## config.mk

```make
export PLATFORM = sky130hd
export DESIGN_NAME = iterative_divider
export DESIGN_NICKNAME = d
export VERILOG_FILES = /design/src/rtl/iterative_divider.sv
export SDC_FILE = /design/constraint.sdc
export NUM_CORES = 1
export LEC_CHECK = 0
export CORE_MARGIN = 2
export CORE_UTILIZATION = 55
export DETAILED_ROUTE_END_ITERATION = 7
export GPL_ROUTABILITY_DRIVEN = 0
export PLACE_DENSITY_LB_ADDON = 0.08
export SYNTH_ARGS = -nofsm -noshare
export SYNTH_HDL_FRONTEND = slang
export SYNTH_SLANG_ARGS = --single-unit
```

## constraint.sdc

```tcl
create_clock -name clk -period 9.75 [get_ports clk]
set_clock_uncertainty 0.05 [all_clocks]
set_input_delay 1.95 -clock clk [delete_from_list [all_inputs] [get_ports clk]]
set_output_delay 1.95 -clock clk [all_outputs]
set_load 0.02 [all_outputs]
```

## src/rtl/iterative_divider.sv

```systemverilog
// rtl/iterative_divider.sv - radix-2 restoring divider for RV M-extension DIV/DIVU/REM/REMU
module iterative_divider #(
    parameter int XLEN  = 32,
    parameter int CNT_W = $clog2(XLEN) + 1
) (
    input  logic            clk,
    input  logic            rst,
    input  logic            start,
    input  logic [2:0]      funct3,
    input  logic [XLEN-1:0] op_a,
    input  logic [XLEN-1:0] op_b,
    input  logic            kill,
    input  logic            hold,
    output logic            div_stalled,
    output logic            done,
    output logic [XLEN-1:0] result
);

    localparam logic [1:0] S_IDLE = 2'd0;
    localparam logic [1:0] S_BUSY = 2'd1;
    localparam logic [1:0] S_DONE = 2'd2;

    logic [1:0]      state_q,    state_d;
    logic [XLEN-1:0] rem_q,      rem_d;
    logic [XLEN-1:0] quo_q,      quo_d;
    logic [XLEN-1:0] dvs_q,      dvs_d;
    logic [CNT_W-1:0] cnt_q,     cnt_d;
    logic            is_rem_q,   is_rem_d;
    logic            quo_neg_q,  quo_neg_d;
    logic            rem_neg_q,  rem_neg_d;
    logic [XLEN-1:0] result_q,   result_d;

    // funct3[2] is always 1 for the divide group; only the low bits select the op
    logic            unused_funct3;
    assign unused_funct3 = funct3[2];

    logic            signed_op;
    logic            sign_a;
    logic            sign_b;
    logic [XLEN-1:0] abs_a;
    logic [XLEN-1:0] abs_b;
    logic            div_zero;
    logic            overflow;
    logic [XLEN-1:0] special_res;

    assign signed_op = ~funct3[0];
    assign sign_a    = signed_op & op_a[XLEN-1];
    assign sign_b    = signed_op & op_b[XLEN-1];
    assign abs_a     = sign_a ? -op_a : op_a;
    assign abs_b     = sign_b ? -op_b : op_b;
    assign div_zero  = (op_b == '0);
    assign overflow  = signed_op && (op_a == {1'b1, {(XLEN-1){1'b0}}}) && (&op_b);

    always_comb begin
        special_res = '0;
        if (div_zero) begin
            special_res = funct3[1] ? op_a : '1;
        end else begin
            special_res = funct3[1] ? '0 : op_a;
        end
    end

    // One restoring step: bring the next dividend bit into the partial remainder
    logic [XLEN:0]   rem_ext;
    logic [XLEN:0]   trial;
    logic            trial_neg;
    logic [XLEN-1:0] rem_step;
    logic [XLEN-1:0] quo_step;
    logic [XLEN-1:0] quo_fix;
    logic [XLEN-1:0] rem_fix;
    logic [XLEN-1:0] final_res;

    assign rem_ext   = {rem_q, quo_q[XLEN-1]};
    assign trial     = rem_ext - {1'b0, dvs_q};
    assign trial_neg = trial[XLEN];
    assign rem_step  = trial_neg ? rem_ext[XLEN-1:0] : trial[XLEN-1:0];
    assign quo_step  = {quo_q[XLEN-2:0], ~trial_neg};
    assign quo_fix   = quo_neg_q ? -quo_step : quo_step;
    assign rem_fix   = rem_neg_q ? -rem_step : rem_step;
    assign final_res = is_rem_q ? rem_fix : quo_fix;

    always_comb begin
        state_d   = state_q;
        rem_d     = rem_q;
        quo_d     = quo_q;
        dvs_d     = dvs_q;
        cnt_d     = cnt_q;
        is_rem_d  = is_rem_q;
        quo_neg_d = quo_neg_q;
        rem_neg_d = rem_neg_q;
        result_d  = result_q;
        case (state_q)
            S_IDLE: begin
                if (start && !kill) begin
                    is_rem_d  = funct3[1];
                    quo_neg_d = sign_a ^ sign_b;
                    rem_neg_d = sign_a;
                    rem_d     = '0;
                    quo_d     = abs_a;
                    dvs_d     = abs_b;
                    cnt_d     = CNT_W'(XLEN);
                    if (div_zero || overflow) begin
                        result_d = special_res;
                        state_d  = S_DONE;
                    end else begin
                        state_d  = S_BUSY;
                    end
                end
            end
            S_BUSY: begin
                if (kill) begin
                    state_d = S_IDLE;
                end else begin
                    rem_d = rem_step;
                    quo_d = quo_step;
                    cnt_d = cnt_q - CNT_W'(1);
                    // Last step: fold sign fix-up in so result is ready on entry to DONE
                    if (cnt_q == CNT_W'(1)) begin
                        result_d = final_res;
                        state_d  = S_DONE;
                    end
                end
            end
            S_DONE: begin
                if (kill || !hold) begin
                    state_d = S_IDLE;
                end
            end
            default: begin
                state_d = S_IDLE;
            end
        endcase
    end

    always_ff @(posedge clk) begin
        if (rst) begin
            state_q   <= S_IDLE;
            rem_q     <= '0;
            quo_q     <= '0;
            dvs_q     <= '0;
            cnt_q     <= '0;
            is_rem_q  <= 1'b0;
            quo_neg_q <= 1'b0;
            rem_neg_q <= 1'b0;
            result_q  <= '0;
        end else begin
            state_q   <= state_d;
            rem_q     <= rem_d;
            quo_q     <= quo_d;
            dvs_q     <= dvs_d;
            cnt_q     <= cnt_d;
            is_rem_q  <= is_rem_d;
            quo_neg_q <= quo_neg_d;
            rem_neg_q <= rem_neg_d;
            result_q  <= result_d;
        end
    end

    // DONE drops the stall so the hazard unit releases E in the result cycle
    assign div_stalled = ((state_q == S_IDLE) && start && !kill) || (state_q == S_BUSY);
    assign done        = (state_q == S_DONE);
    assign result      = result_q;

endmodule

```

# --- Word level (Yosys, flattened, before mapping) ---
# Index checks and enable logic that the tools add are counted.
# W data, S select, Z words.
word_totals:
  out_inout_bits: 34
  romBits: 0
  latchBits: 0
  ram_bits: 0
  input_bits: 72
  memories: 0
  word_cells: 77
  regBits: 139
classes:
  addsub: 6
  bitwise_logic: 5
  n_lt_le_gt_ge: 0
  n_eq_ne: 10
  div: 0
  mux: 29
  shifts: 0
  n_mul: 0
  n_reduce_logical: 18
op_table:
  columns: ["operator", "n"]
  rows:
  - ["$mux W32", 17]
  - ["$pmux W32 S2", 3]
  - ["$neg A32 Y32", 4]
  - ["$sub A33 B32 Y33", 1]
  - ["$eq A32 B32 Y1 const B", 1]
  - ["$logic_not A32 Y1", 1]
  - ["$reduce_and A32 Y1", 1]
  - ["$mux W6", 2]
  - ["$pmux W6 S2", 1]
  - ["$mux W2", 5]
  - ["$ne A2 B2 Y1 const B", 4]
  - ["$eq A6 B1 Y1 const B", 1]
  - ["$pmux W2 S3", 1]
  - ["$reduce_and A3 Y1", 2]
  - ["$sub A6 B1 Y6 const B", 1]
  - ["$logic_and A1 B1 Y1", 5]
  - ["$reduce_and A5 Y1", 1]
  - ["$logic_or A1 B1 Y1", 3]
  - ["$ne A3 B3 Y1 const B", 1]
  - ["$and A1 B1 Y1", 2]
  - ["$eq A2 B1 Y1 const B", 1]
  - ["$eq A2 B2 Y1 const B", 1]
  - ["$logic_not A1 Y1", 2]
  - ["$logic_not A2 Y1", 1]
  - ["other kinds (5)", 6]

# --- Depth between registers and ports, before layout ---
# Gate-level depths: netlist (run 1).
logic_depth:
  ltp_word: 8
  ltp_mapped: 24
  mapped_depth_nobuf: 21

# --- Worst setup path after synthesis (run 1) ---
# Ideal clock, no wire load.
synth_timing:
  path_kind: "input to register"
  start: "input port op_b[13]"
  end: "register result_q[30] (netlist: result[30])"
  n_path_buf: 2
  path_stages: 12
  arrival_ns: 4.680
  slack_ns: 4.946
  setup_ns: 0.074
  required_ns: 9.626
  cell_sequence: "or4_1 -> nor4_1 -> nor4b_1 -> and4b_1 -> buf_2 -> a2111oi_0 -> a211o_1 -> nor2_1 -> buf_2 -> o21a_1 -> nand2_1 -> o21ai_0"
synth_between:
  elab_chain_len: 5
  word_cells_on_any_way: 10
  cone_classes: "1 x eq/ne; 4 x mux; 5 x reduce/logical"
synth_rtl:
  columns: ["element", "line", "source"]
  rows:
  - ["start, declared", "11", "input logic [XLEN-1:0] op_b,"]
  - ["$logic_not A32 Y1 / $reduce_and A32 Y1 (equally long branches)", "51, 52", null]
  - ["$mux W32 / $logic_and A1 B1 Y1 (equally long branches)", "56, 52", null]
  - ["$mux W32 / $logic_or A1 B1 Y1 (equally long branches)", "102", "if (div_zero || overflow) begin"]
  - ["$mux W32 / $ne A2 B2 Y1 (equally long branches)", null, null]
  - ["$pmux W32 S2 / $reduce_and A5 Y1 (equally long branches)", null, null]
  - ["end signal, assigned", "155", "result_q <= result_d;"]
  - ["end, declared", "31", "logic [XLEN-1:0] result_q, result_d;"]
# Parallel ways exist; a longest one is shown, timed or not. The select of a mux whose other input is x is not followed.
# A chain may end at the register's enable or synchronous reset.

# --- Worst setup path after layout (run 1) ---
layout_timing:
  start: "input port op_b[13]"
  end: "register result_q[27] (netlist: result[27])"
# Same word-level chain as after synthesis.

==> results.md, run 1 <==
- Drt wl/cell: slightly below 20 um
- Flops & latches, synth: between 100 and 150
- Vias in the first global route: about 11k
- Min-Delay Path Class: reg -> reg
- Tightest Pin Transition: roughly 1.2 ns
- Comb power frac: 0.289
- Final setup TNS: 0 ns
- RR Endpoint: result[28]
- LEAKAGE: 4.98 nW
- Internal reg-to-reg setup slack: roughly 3.8 ns
- CP Class: in -> reg
- Final worst slack: ~3.6 ns
- CP arrival: ~6.4 ns
- Antenna-violating nets left: 0
- Setup Buffers After CTS: 0
- Reg2Reg Launch Point: quo_q[31]
- Post-synthesis sequential area ratio: 0.235
- Die X: 151 um
- Startpoint types: input pin
- Part of the power in registers: 0.342
- Layout fillers: about 2k
- Ys Warns: 0
- Ys async rst share: 0
- Ys flop type: dfxtp_1
- Dpl hpwl: approximately 27000 um
- Pre-antenna DRT Iters: 6
- Largest net degree at the start of global routing: between 90 and 100
- Status: completed
- Reg2Reg Depth: 22
- Rel. slew slack: 0.211
- Final non-filler cell total: roughly 1.9k
- DR iter-0 viols: between 1k and 1.5k
- Critical path endpoint category: flop
- CTS root buffer: clkbuf_16
- Mapped Area: around 0.012 sq mm
- Aggregate global routing overflow: 0
- Final worst path period need: just over 6 ns
- H-tree levels: 4
- Boundary pin count: 106
- First-pass GRT wire length: roughly 59000 um
- EDFF count, synth: 0
- Via count: approximately 12k
- Std-Cell Rows: 53
- Clock power share: 0.369
- Fmax: about 160 MHz
- Synthesized instance count: 1603
- Hold Path End: result[10]
- Place WS: between 3 and 4 ns
- Worst-path clk slew: 0.06 ns
- Critical path data required time: 10.07 ns
- Cell area after layout: about 0.014 sq mm
- Syn avg cell area: 7.39 sq um
- Fin crit share: 0.627
- Post_cts resized: 0
- WHS Path Cells: 2
- RSZ-0062 raised after global routing: false
- Distinct cell type count of the synthesized netlist: between 90 and 100
- # DRC: 0
- DP Cell Count: approximately 1.9k
- Total GRT Usage: 0.326
- Min-delay src: result[10]
- Cell Area, Placed: between 0.01 and 0.015 sq mm
- MaxCap Viol Count: 0
- CTS tree: built
- Synthesis-to-finish area growth: 14.1%
- Clk_lat worst skew: approximately 0.43 ns
- Antenna violations before repair: 0
- Total CTS buffers: 17
- Final net count: around 1.8k
- CP max FO: 36
- Final Hold Viols: 0
- Final Max Tran Viols: 0
- CTS Hold Buffers Added: 0
- PortBufs: 104
- Vias per Instance: about 6.4
- Sw frac: 0.349
- Fin Hold WS: around 0.41 ns
- Antenna cells: 0
- Switching pwr: 0.000646 W
- Pint: between 0.001 and 0.0015 W
- Die footprint: ~0.023 sq mm
- Syn_nets: 1715
- Core Area: ~0.021 sq mm
- CTS sink count: around 140
- Clock tree buffer depth: 2
- Final setup viols: 0
- Total Wirelength: about 37000 um
- PwrDens: between 100 and 150 mW/mm^2
- Die height: 151 um
- Initial core utilization: 0.562
- Share of cells above drive strength 1: 0.0587
- VDD IR-drop max: approximately 110 uV
## cells in the mapped netlist (6+ instances only)
master,count,area share
nor2_1,237,0.075
a21oi_1,139,0.059
dfxtp_1,139,0.23
nand2_1,116,0.037
o21ai_0,90,0.038
a211oi_1,75,0.048
clkbuf_1,68,0.022
xor2_1,68,0.050
inv_1,58,0.018
xnor2_1,58,0.043
nor3_1,40,0.017
ha_1,39,0.041
maj3_1,29,0.025
mux2i_1,27,0.023
nand3_1,25,0.011
o31ai_1,25,0.016
or3_1,21,0.011
a31oi_1,18,0.0095
nor4_1,16,0.0085
a21o_1,15,0.0095
nand4_1,15,0.0079
a22oi_1,14,0.0089
nand2b_1,13,0.0069
buf_2,12,0.0051
o41ai_1,12,0.0089
and2_1,10,0.0053
nor2b_1,10,0.0053
a211o_1,9,0.0067
a21oi_2,9,0.0067
a311oi_1,9,0.0067
buf_1,9,0.0029
o211ai_1,9,0.0057
or4_1,9,0.0057
mux2_2,7,0.0067
nor3b_1,7,0.0044
o21ai_1,7,0.0030
a2111oi_0,6,0.0044
and3_1,6,0.0032
and4_1,6,0.0044
## through the flow
step | utilization | total power [W]
floorplan | - | 0.00101
global placement | 0.612 | 0.00116
detailed placement | 0.612 | 0.00116
CTS | 0.641 | 0.00184
global route | 0.641 | 0.00192
finish | 0.641 | 0.00185
## worst max-delay path by stage
| stage | start | to | depth (start not counted) |
|---|---|---|---|
| after CTS | op_b[13] | result[27] | 14 |
| after detailed placement | op_b[13] | result[16] | 14 |
| after global placement | op_b[13] | result[16] | 14 |
| after global routing | op_b[13] | result[14] | 13 |
| after floorplan | op_b[13] | result[30] | 12 |
| final | op_b[13] | result[27] | 14 |
## area by class of cell
cell class,count,area (sq um),share of cell area
well taps,275,344,0.0255
repair buffers,119,1150,0.0852
clock inverters,12,166,0.0123
flip-flops and latches,139,2780,0.206
multi-input cells,1303,8400,0.622
inverters,61,229,0.0169
clock buffers,19,433,0.0320
## sequential cells by signal, indices dropped and copies added (netlist names)
name and count:
cnt_q 6, dvs_q 32, is_rem_q 1, quo_neg_q 1, quo_q 32, rem_neg_q 1, rem_q 32, result 32
state_q 2
## cells in the final DEF (no fill, tap or decap), drive strengths merged, types with 7 or more instances in the layout
cell	n
a2111oi	9
a211o	10
a211oi	76
a21o	17
a21oi	149
a22oi	14
a311oi	9
a31oi	19
and2	10
buf	16
clkbuf	19
clkdlybuf4s50	103
dfxtp	139
ha	39
inv	63
maj3	29
mux2	7
mux2i	27
nand2	116
nand2b	13
nand3	26
nand4	16
nor2	238
nor2b	10
nor3	41
nor3b	7
nor4	16
o211ai	10
o21ai	98
o31ai	27
o41ai	12
or3	22
or4	9
xnor2	58
xor2	68
## worst max-delay path: stages
cell	delay, ns
clkdlybuf4s50_1	0.50
or4_1	0.60
nor4_1	0.36
nor4b_1	0.61
and4b_1	0.28
buf_4	0.41
a2111oi_0	0.24
a211o_1	0.29
buf_4	0.21
nor2_1	0.18
buf_4	0.26
o21ai_0	0.12
a221oi_1	0.22
a22o_1	0.18
## cell families after synthesis
group	Yosys count	synth area share
XOR/XNOR	126	0.0932
flip-flops	139	0.235
buffers and inverters	161	0.0579
adder cells (fa/ha/maj)	69	0.0674
AND/OR/NAND/NOR	557	0.222
AO/OA/AOI/OAI	517	0.295
multiplexers	34	0.0295
## layer usage
| layer | vias to the layer above | routed length [um] | track usage |
|---|---|---|---|
| met5 | - | 0 | 0 |
| met3 | 79 | 2940 | 0.0491 |
| li1 | 5954 | - | - |
| met4 | 0 | 1020 | 0.108 |
| met1 | 5765 | 16500 | 0.449 |
| met2 | 536 | 16900 | 0.521 |
## power by group through the flow
stage	sequential (W)	clock [W]	combinational [W]
2_1_floorplan	0.000636	0	0.000373
3_3_place_gp	0.000644	0	0.000512
3_5_place_dp	0.000644	0	0.000519
4_1_cts	0.000632	0.000681	0.000524
5_1_grt	0.000637	0.000703	0.000585
6_report	0.000634	0.000683	0.000535
No activity file was read; power rests on OpenSTA's default activity.
==> inputs of run 2 (changes only) <==
--- a/config.mk
+++ b/config.mk
@@ -6,7 +6,7 @@
 export NUM_CORES = 1
 export LEC_CHECK = 0
 export CORE_MARGIN = 2
-export CORE_UTILIZATION = 55
+export CORE_UTILIZATION = 54
 export DETAILED_ROUTE_END_ITERATION = 7
 export GPL_ROUTABILITY_DRIVEN = 0
 export PLACE_DENSITY_LB_ADDON = 0.08
==> constraint.sdc (replaced) <==
create_clock -name clk -period 4.95 [get_ports clk]
set_clock_uncertainty 0.05 [all_clocks]
set_input_delay 0.99 -clock clk [delete_from_list [all_inputs] [get_ports clk]]
set_output_delay 0.99 -clock clk [all_outputs]
set_load 0.02 [all_outputs]
==> run 2 against run 1 <==
  * Hold slack got worse by 0.013 ns
  * Flip-flop and latch count stayed put
  * Register-to-register slack worse by 3.5 ns
  * Largest power group unchanged
  * Highest routed layer is now met5
==> results.md, run 2 (synthesized netlist as in run 1, its figures left out) <==
- Status: completed
- Die X: between 150 and 200 um
- Final setup viols: 0
- Core Area: between 0.02 and 0.025 sq mm
- Synthesis-to-finish area growth: 16.4%
- CTS tree: built
- Critical path endpoint category: flop
- MaxCap Viol Count: 0
- Initial core utilization: 0.546
- Drt wl/cell: about 19 um
- Std-Cell Rows: 54
- PwrDens: around 260 mW/mm^2
- Largest net degree at the start of global routing: 77
- Total Wirelength: 37300 um
- GR peak layer: met2
- Most frequent cells in the layout: nor2_1 (236), a21oi_1 (139), dfxtp_1 (139)
- H-tree levels: 4
- VDD IR-drop max: about 190 uV
- PortBufs: 104
- First-pass GRT wire length: 59900 um
- Final net count: 1787
- Die footprint: 0.0231 sq mm
- Total CTS buffers: 17
- Min-Delay Path Class: reg -> reg
- Dpl hpwl: 28100 um
- Antenna violations before repair: 2
- DR iter-0 viols: between 900 and 1k
- Final Max Tran Viols: 0
- Share of cells above drive strength 1: 0.0794
- Die height: roughly 150 um
- Met1 usage: 0.435
- # DRC: 0
- CP Class: reg -> reg
- Clock tree buffer depth: 2
- Final worst path period need: 4.65 ns
- Fin Hold WS: between 0.4 and 0.5 ns
- Fin crit share: 0.940
- Startpoint types: flop
- Fmax: 215 MHz
- Pre-antenna DRT Iters: 5
- Worst-path clk slew: 0.06 ns
- Final setup TNS: 0 ns
- CTS sink count: between 100 and 150
- Commonest non-fill, non-tap cell in the layout: nor2_1
- Vias in the first global route: 11.5k
- Critical path data required time: 5.18 ns
- Aggregate global routing overflow: 0
- GR met2 Demand/Resource: 0.507
- Boundary pin count: 106
- Place WS: 0.302 ns
- Clk_lat worst skew: around 0.44 ns
- LEAKAGE: 5.15 nW
- Rel. slew slack: 0.288
- Grt met3 use: 0.0528
- CP arrival: around 4.9 ns
- RSZ-0062 raised after global routing: false
- Vias per Instance: approximately 6.3
- Via count: roughly 12k
- Total GRT Usage: 0.316
- Antenna-violating nets left: 0
- Tightest Pin Transition: ~1.1 ns
- Fin util: 0.636
- Final Hold Viols: 0
- CTS root buffer: clkbuf_16
- Final worst slack: between 0.2 and 0.3 ns
- CP max FO: 7
==> run 2: changes by cell type in the layout (fill, tap and decap cells not counted), moves of 2 or more <==
cell / change
clkinv_2: +2
buf_4: +33
clkbuf_8: +2
clkinv_4: -3
==> run 2: final timing paths <==
check,start,cells past startpoint,to,slack [ns]
worst max-delay path,quo_q[31],21,result[28],0.30
worst min-delay path,result[7],1,result[7],0.40
worst max register to register,quo_q[31],21,result[28],0.30
worst min register to register,result[7],1,result[7],0.40
==> run 2: area by class of cell <==
| type | instances | area [sq um] |
|---|---|---|
| multi-input cells | 1303 | 8420 |
| fillers | 2021 | 7900 |
| flip-flops and latches | 139 | 2780 |
| repair buffers | 153 | 1420 |
| clock buffers | 20 | 457 |
| well taps | 280 | 350 |
| inverters | 61 | 229 |
| clock inverters | 12 | 136 |
| diodes | 1 | 2.50 |
==> run 2: repair_timing <==
item / 4_1_cts / 5_1_grt
setup buffers: 0 / 0
endpoints found under the setup margin: 0 / 1
hold buffers: 0 / 0
resized for setup: 0 / 1
==> run 2: report_power, final <==
group | total, W | switching [W] | internal, W
registers | 0.00124 | 0.0000641 | 0.00118
logic | 0.00108 | 0.000664 | 0.000415
clock network | 0.00132 | 0.000547 | 0.000774
==> run 2: critical path, stage by stage, from the launching register on <==
cell and delay [ns]:
dfxtp_1 0.35, inv_1 0.09, ha_1 0.25, inv_1 0.08, fa_1 0.23, nand3_1 0.18
a211oi_2 0.36, o211ai_2 0.17, a21oi_1 0.37, o21a_2 0.21, nor2_4 0.08, inv_2 0.09
ha_1 0.21, nand2_1 0.14, nor3_2 0.27, nand2_1 0.13, or3_1 0.38, o31ai_1 0.25
xnor2_1 0.10, a22oi_1 0.25, o311a_1 0.21, nor3_1 0.04
==> run 2: routing by layer <==
| layer | vias to the layer above | share of wire |
|---|---|---|
| met5 | - | 0.00019 |
| met4 | 2 | 0.026 |
| met3 | 73 | 0.078 |
| met2 | 535 | 0.45 |
| met1 | 5791 | 0.44 |
| li1 | 6030 | - |
==> run 2: stage by stage <==
stage                     area, sq um  std cells  total power [W]
after floorplan                 11800       1603          0.00199
after global placement          13200       1936          0.00230
after detailed placement        13200       1936          0.00232
after CTS                       13800       1968          0.00363
after global routing            13800       1968          0.00381
final                           13800       1969          0.00364
==> inputs of run 3 (changes only) <==
--- a/config.mk
+++ b/config.mk
@@ -5,6 +5,7 @@
 export SDC_FILE = /design/constraint.sdc
 export NUM_CORES = 1
 export LEC_CHECK = 0
+export CORE_ASPECT_RATIO = 1.25
 export CORE_MARGIN = 2
 export CORE_UTILIZATION = 54
 export DETAILED_ROUTE_END_ITERATION = 7
==> run 3 against run 2 <==
  * Critical path depth fell by 8
  * Non-clock buffer count rose by 1
  * Via count barely moved
  * Total power rose by 0.16%
==> results.md, run 3 (synthesized netlist as in run 1, its figures left out) <==
- Dpl hpwl: between 20000 and 30000 um
- Antenna-violating nets left: 0
- First-pass GRT wire length: 60100 um
- CTS root buffer: clkbuf_16
- Share of cells above drive strength 1: 0.0811
- Die height: ~170 um
- Family with the most delay on the worst path: simple AND/OR/NAND/NOR gates
- Critical path endpoint: result[31]
- Critical path depth: 13
- Most common cell on crit path: inv_1
- Part of the power in registers: 0.340
- Internal reg-to-reg setup slack: between 0.2 and 0.25 ns
- Die footprint: roughly 0.023 sq mm
- Cell Area, Placed: 0.0132 sq mm
- Largest net degree at the start of global routing: 89
- Most frequent cells in the layout: nor2_1 (236), dfxtp_1 (139), a21oi_1 (138)
- Fin crit share: 0.955
- CP max stage delay: around 0.67 ns
- Clk_lat worst skew: 0.44 ns
- # DRC: 0
- Final worst path period need: about 4.7 ns
- CP arrival: about 5.0 ns
- Final Hold Viols: 0
- Reg2Reg Launch Point: dvs_q[7]
- Critical path data required time: about 5.2 ns
- CP max FO: 9
- Vias per Instance: between 6 and 7
- Clock power share: 0.362
- CTS Hold Buffers Added: 0
- GR peak layer: met2
- Total GRT Usage: 0.330
- Final Max Tran Viols: 0
- Synthesis-to-finish area growth: 16.4%
- Via count: 12.4k
- Sw frac: 0.364
- RSZ-0062 raised after global routing: false
- Cell area after layout: 0.0138 sq mm
- Initial core utilization: 0.550
- Vias in the first global route: approximately 12k
- Grt met3 use: 0.0445
- Switching pwr: approximately 0.0013 W
- Final setup viols: 0
- Reg2Reg Depth: 13
- Pint: about 0.0023 W
- Clock tree buffer depth: 2
- Rel. slew slack: 0.224
- Worst path cell trace: inv_1, ha_1, inv_1, o31ai_2, nor3_1, a21oi_2, xor2_1, nor4b_1, a31oi_2, or3_4, or2_1, or3_1, and4_1
- Pre-antenna DRT Iters: 6
- CTS sink count: about 140
- Commonest non-fill, non-tap cell in the layout: nor2_1
- Fin Hold WS: slightly above 0.4 ns
- Total CTS buffers: 17
- GR met2 Demand/Resource: 0.547
- Final net count: ~1.8k
- Min-Delay Path Class: reg -> reg
- Startpoint types: flop
- Critical path endpoint category: flop
- Worst path slowest cell: o31ai_2
- Antenna cells: 0
- Met1 usage: 0.415
- Crit. Startpoint: dvs_q[7]
- CTS tree: built
- Status: completed
- Tightest Pin Transition: approximately 1.2 ns
- Drt wl/cell: between 15 and 20 um
- LEAKAGE: ~5.2 nW
- DR iter-0 viols: between 1k and 1.5k
- VDD IR-drop max: about 240 uV
- WP buf/inv: 2
- Total Wirelength: between 30000 and 40000 um
- Comb power frac: 0.297
- H-tree levels: 4
- Aggregate global routing overflow: 0
- Worst-path clk slew: approximately 0.070 ns
- Std-Cell Rows: 60
- Setup Buffers After CTS: 0
- Boundary pin count: roughly 110
- CP Class: reg -> reg
- Antenna violations before repair: 0
- Die X: about 140 um
- MaxCap Viol Count: 0
- PortBufs: approximately 100
- Final setup TNS: 0 ns
- PwrDens: between 200 and 300 mW/mm^2
- Core Area: roughly 0.022 sq mm
- RR Endpoint: result[31]
- Fmax: around 210 MHz
run 3: cell count changes in the layout (fill, tap and decap cells not counted), moves of 2 or more:
cell | before | now
inv_8 | 0 | 6
buf_4 | 49 | 51
clkinvlp_4 | 3 | 0
clkbuf_8 | 2 | 0
run 3: worst register-to-register path: cells and delay by family (launching register included):
family                     cells  cell delay, ns
and+or+nand+nor                6            2.09
DFF                            1            0.34
xor gates and xnor gates       1            0.18
AOI/OAI and AO/OA              3            1.29
adders and majority gates      1            0.48
buffers and inverters          2            0.19
run 3: worst min path at each step:
stage / from / endpoint / slack, ns / depth (start not counted)
4_1_cts: result[13] / result[13] / 0.41 / 1
5_1_grt: result[13] / result[13] / 0.42 / 1
3_3_place_gp: dvs_q[31] / dvs_q[31] / 0.39 / 2
2_1_floorplan: dvs_q[31] / dvs_q[31] / 0.38 / 2
3_5_place_dp: result[13] / result[13] / 0.39 / 1
6_report: result[13] / result[13] / 0.41 / 1
run 3: final cells by class:
cell class,instances,area (sq um)
multi-input combinational,1303,8420
fill,1947,7760
sequential,139,2780
timing repair buffer,154,1410
clock buffer,17,425
tap,279,349
inverter,61,229
clock inverter,15,171
run 3: power by group through the flow:
| stage | Sequential, W | Clock [W] | Combinational (W) |
|---|---|---|---|
| detailed placement | 0.00126 | 0 | 0.00106 |
| CTS | 0.00124 | 0.00133 | 0.00107 |
| finish | 0.00124 | 0.00132 | 0.00109 |
| global placement | 0.00126 | 0 | 0.00105 |
| floorplan | 0.00125 | 0 | 0.000735 |
| global route | 0.00125 | 0.00138 | 0.00119 |
run 3: what timing repair did:
item / CTS / global route
hold endpoints to repair: 0 / 0
gates resized for setup: 0 / 2
setup endpoints to repair: 0 / 4
run 3: routing by layer:
metal  vias up  routed length (um)  share of wire
met1      5828               15800           0.42
met5         -                   0              0
li1       6028                   -              -
met4         0                1910          0.050
met3        81                2440          0.065
met2       505               17800           0.47
run 3: metrics by stage:
| stage | total power, W | setup slack (ns) | utilization | cells |
|---|---|---|---|---|
| 3_5_place_dp | 0.00233 | 0.147 | 0.612 | 1936 |
| 3_3_place_gp | 0.00231 | 0.213 | 0.612 | 1936 |
| 4_1_cts | 0.00364 | 0.327 | 0.640 | 1968 |
| 2_1_floorplan | 0.00199 | 0.379 | - | 1603 |
| 5_1_grt | 0.00382 | 0.00960 | 0.640 | 1968 |
| 6_report | 0.00365 | 0.225 | 0.640 | 1968 |
==> patch, RTL diff (settings of run 3) <==
Put a register stage on the output `div_stalled`, without a reset. The value now appears one clock later. The other outputs are not delayed to match.
--- a/src/rtl/iterative_divider.sv
+++ b/src/rtl/iterative_divider.sv
@@ -157,7 +157,9 @@
     end
 
     // DONE drops the stall so the hazard unit releases E in the result cycle
-    assign div_stalled = ((state_q == S_IDLE) && start && !kill) || (state_q == S_BUSY);
+    always_ff @(posedge clk) begin
+        div_stalled <= ((state_q == S_IDLE) && start && !kill) || (state_q == S_BUSY);
+    end
     assign done        = (state_q == S_DONE);
     assign result      = result_q;
 
Behaviour: not the same (Yosys sat finds a counterexample within 4 cycles, from zero or initial values and one cycle with rst high).
==> patch against run 3 <==
Worst setup slack improved by 0.15 ns; routed wire length is 0.34% lower; design area increased by 0.31%; worst hold slack gained 0.00066 ns; total power is 0.71% lower; area after synthesis grew 0.17%; sequential cell count increased by 1; largest cell class unchanged; largest power group unchanged; highest routed layer unchanged.
==> patch: results (changes against run 3) <==
Place
  – DP Wirelength: 28300 um (was 28700 um)
  – Placed cells: 1938 (was 1936)

Hold path
  – Hold crit path type: reg -> reg (unchanged)

Power and ir drop
  – Max VDD drop: 0.237 mV (was 0.236 mV)
  – Leakage power: 0.00517 uW (about the same)

Worst setup path
  – Worst R2R Setup Slack: 0.37 ns (was 0.22 ns)
  – Worst EP arrival: 4.85 ns (was 5.00 ns)
  – CP max stage delay: 0.42 ns (was 0.67 ns)
  – Critical Path Slowest Stage Cell: a211o_1 (was o31ai_2)
  – Family with the most delay on the worst path: compound AO/OA/AOI/OAI gates (was simple AND/OR/NAND/NOR gates)

Logic synthesis
  – Synthesized net count: 1716 (was 1715)
  – Top cells by count, synth: nor2_1, dfxtp_1, a21oi_1 (was nor2_1, a21oi_1, dfxtp_1)
  – Synthesized instance count: 1604 (was 1603)
  – Register area share after synthesis: 23.6% (was 23.5%)
  – Async set or reset register ratio after synthesis: 0% (unchanged)

Detailed routing
  – Detail Route met3 WL: 1960 um (was 2440 um)
  – Via count: 12.3k (was 12.4k)
  – DR pass1 iterations: 5 (was 6)
  – DR WL/cell: 19.2 um (about the same)
  – Drt first-iter violations: 909 (was 1109)
  – M1 wire length: 16100 um (was 15800 um)
  – Final WL: 37700 um (was 37900 um)

Global route
  – GRT Util Overall: 32.7% (was 33.0%)
  – Number of global-route vias before repair: 11.3k (was 11.6k)

STA
  – Worst slew pin tran: 1.17 ns (was 1.16 ns)
  – Final hold violation count: 0 (unchanged)

Cells and area
  – Share of post-route cells with drive strength above 1: 8.16% (was 8.11%)
  – Fin nets: 1790 (was 1788)

Run status
  – Status: completed (unchanged)
## patch: changes by cell type after synthesis
cell,run 3,this run
dfxtp_1,139,140
## patch: worst paths after layout
path | from | to | cells after the start
max | dvs_q[23] | result[26] | 16
min | result[10] | result[10] | 2
max reg2reg | dvs_q[23] | result[26] | 16
min reg2reg | result[10] | result[10] | 2
## patch: through the flow
stage                     hold WS, ns  area (um2)  power (uW)  worst slack, ns
after floorplan                 0.382       11900        2000            0.379
after global placement          0.393       13200        2320            0.358
after detailed placement        0.399       13200        2340            0.342
after CTS                       0.413       13800        3620            0.411
after global routing            0.434       13800        3790            0.124
final                           0.410       13800        3620            0.373
## patch: timing repair
item | 4_1_cts | 5_1_grt
setup endpoints to repair | 0 | 1
hold buffers | 0 | 0
resized for setup | 0 | 2
buffers inserted | 0 | 0
## patch: layout make-up
cell class	count	area, um2
Multi-Input combinational cell	1303	8420
Inverter	61	229
Tap cell	279	349
Timing Repair Buffer	155	1430
Fill cell	1942	7710
Clock buffer	17	425
Clock inverter	15	173
Sequential cell	140	2800
## patch: per-layer routing
layer,up-vias,GRT usage (%)
met1,5784,42.0
met5,-,0
met2,429,54.9
li1,6043,-
met4,0,14.0
met3,67,3.73
## patch: cells by family after synthesis
family	synth area share, %
multiplexers	2.94
XOR/XNOR	9.30
adder cells (fa/ha/maj)	6.73
flip-flops	23.6
AO/OA/AOI/OAI	29.4
AND/OR/NAND/NOR	22.2
buffers and inverters	5.78
## patch: where the power goes
group,switching (uW),internal [uW]
clock network,609,679
registers,63.6,1190
logic,667,418
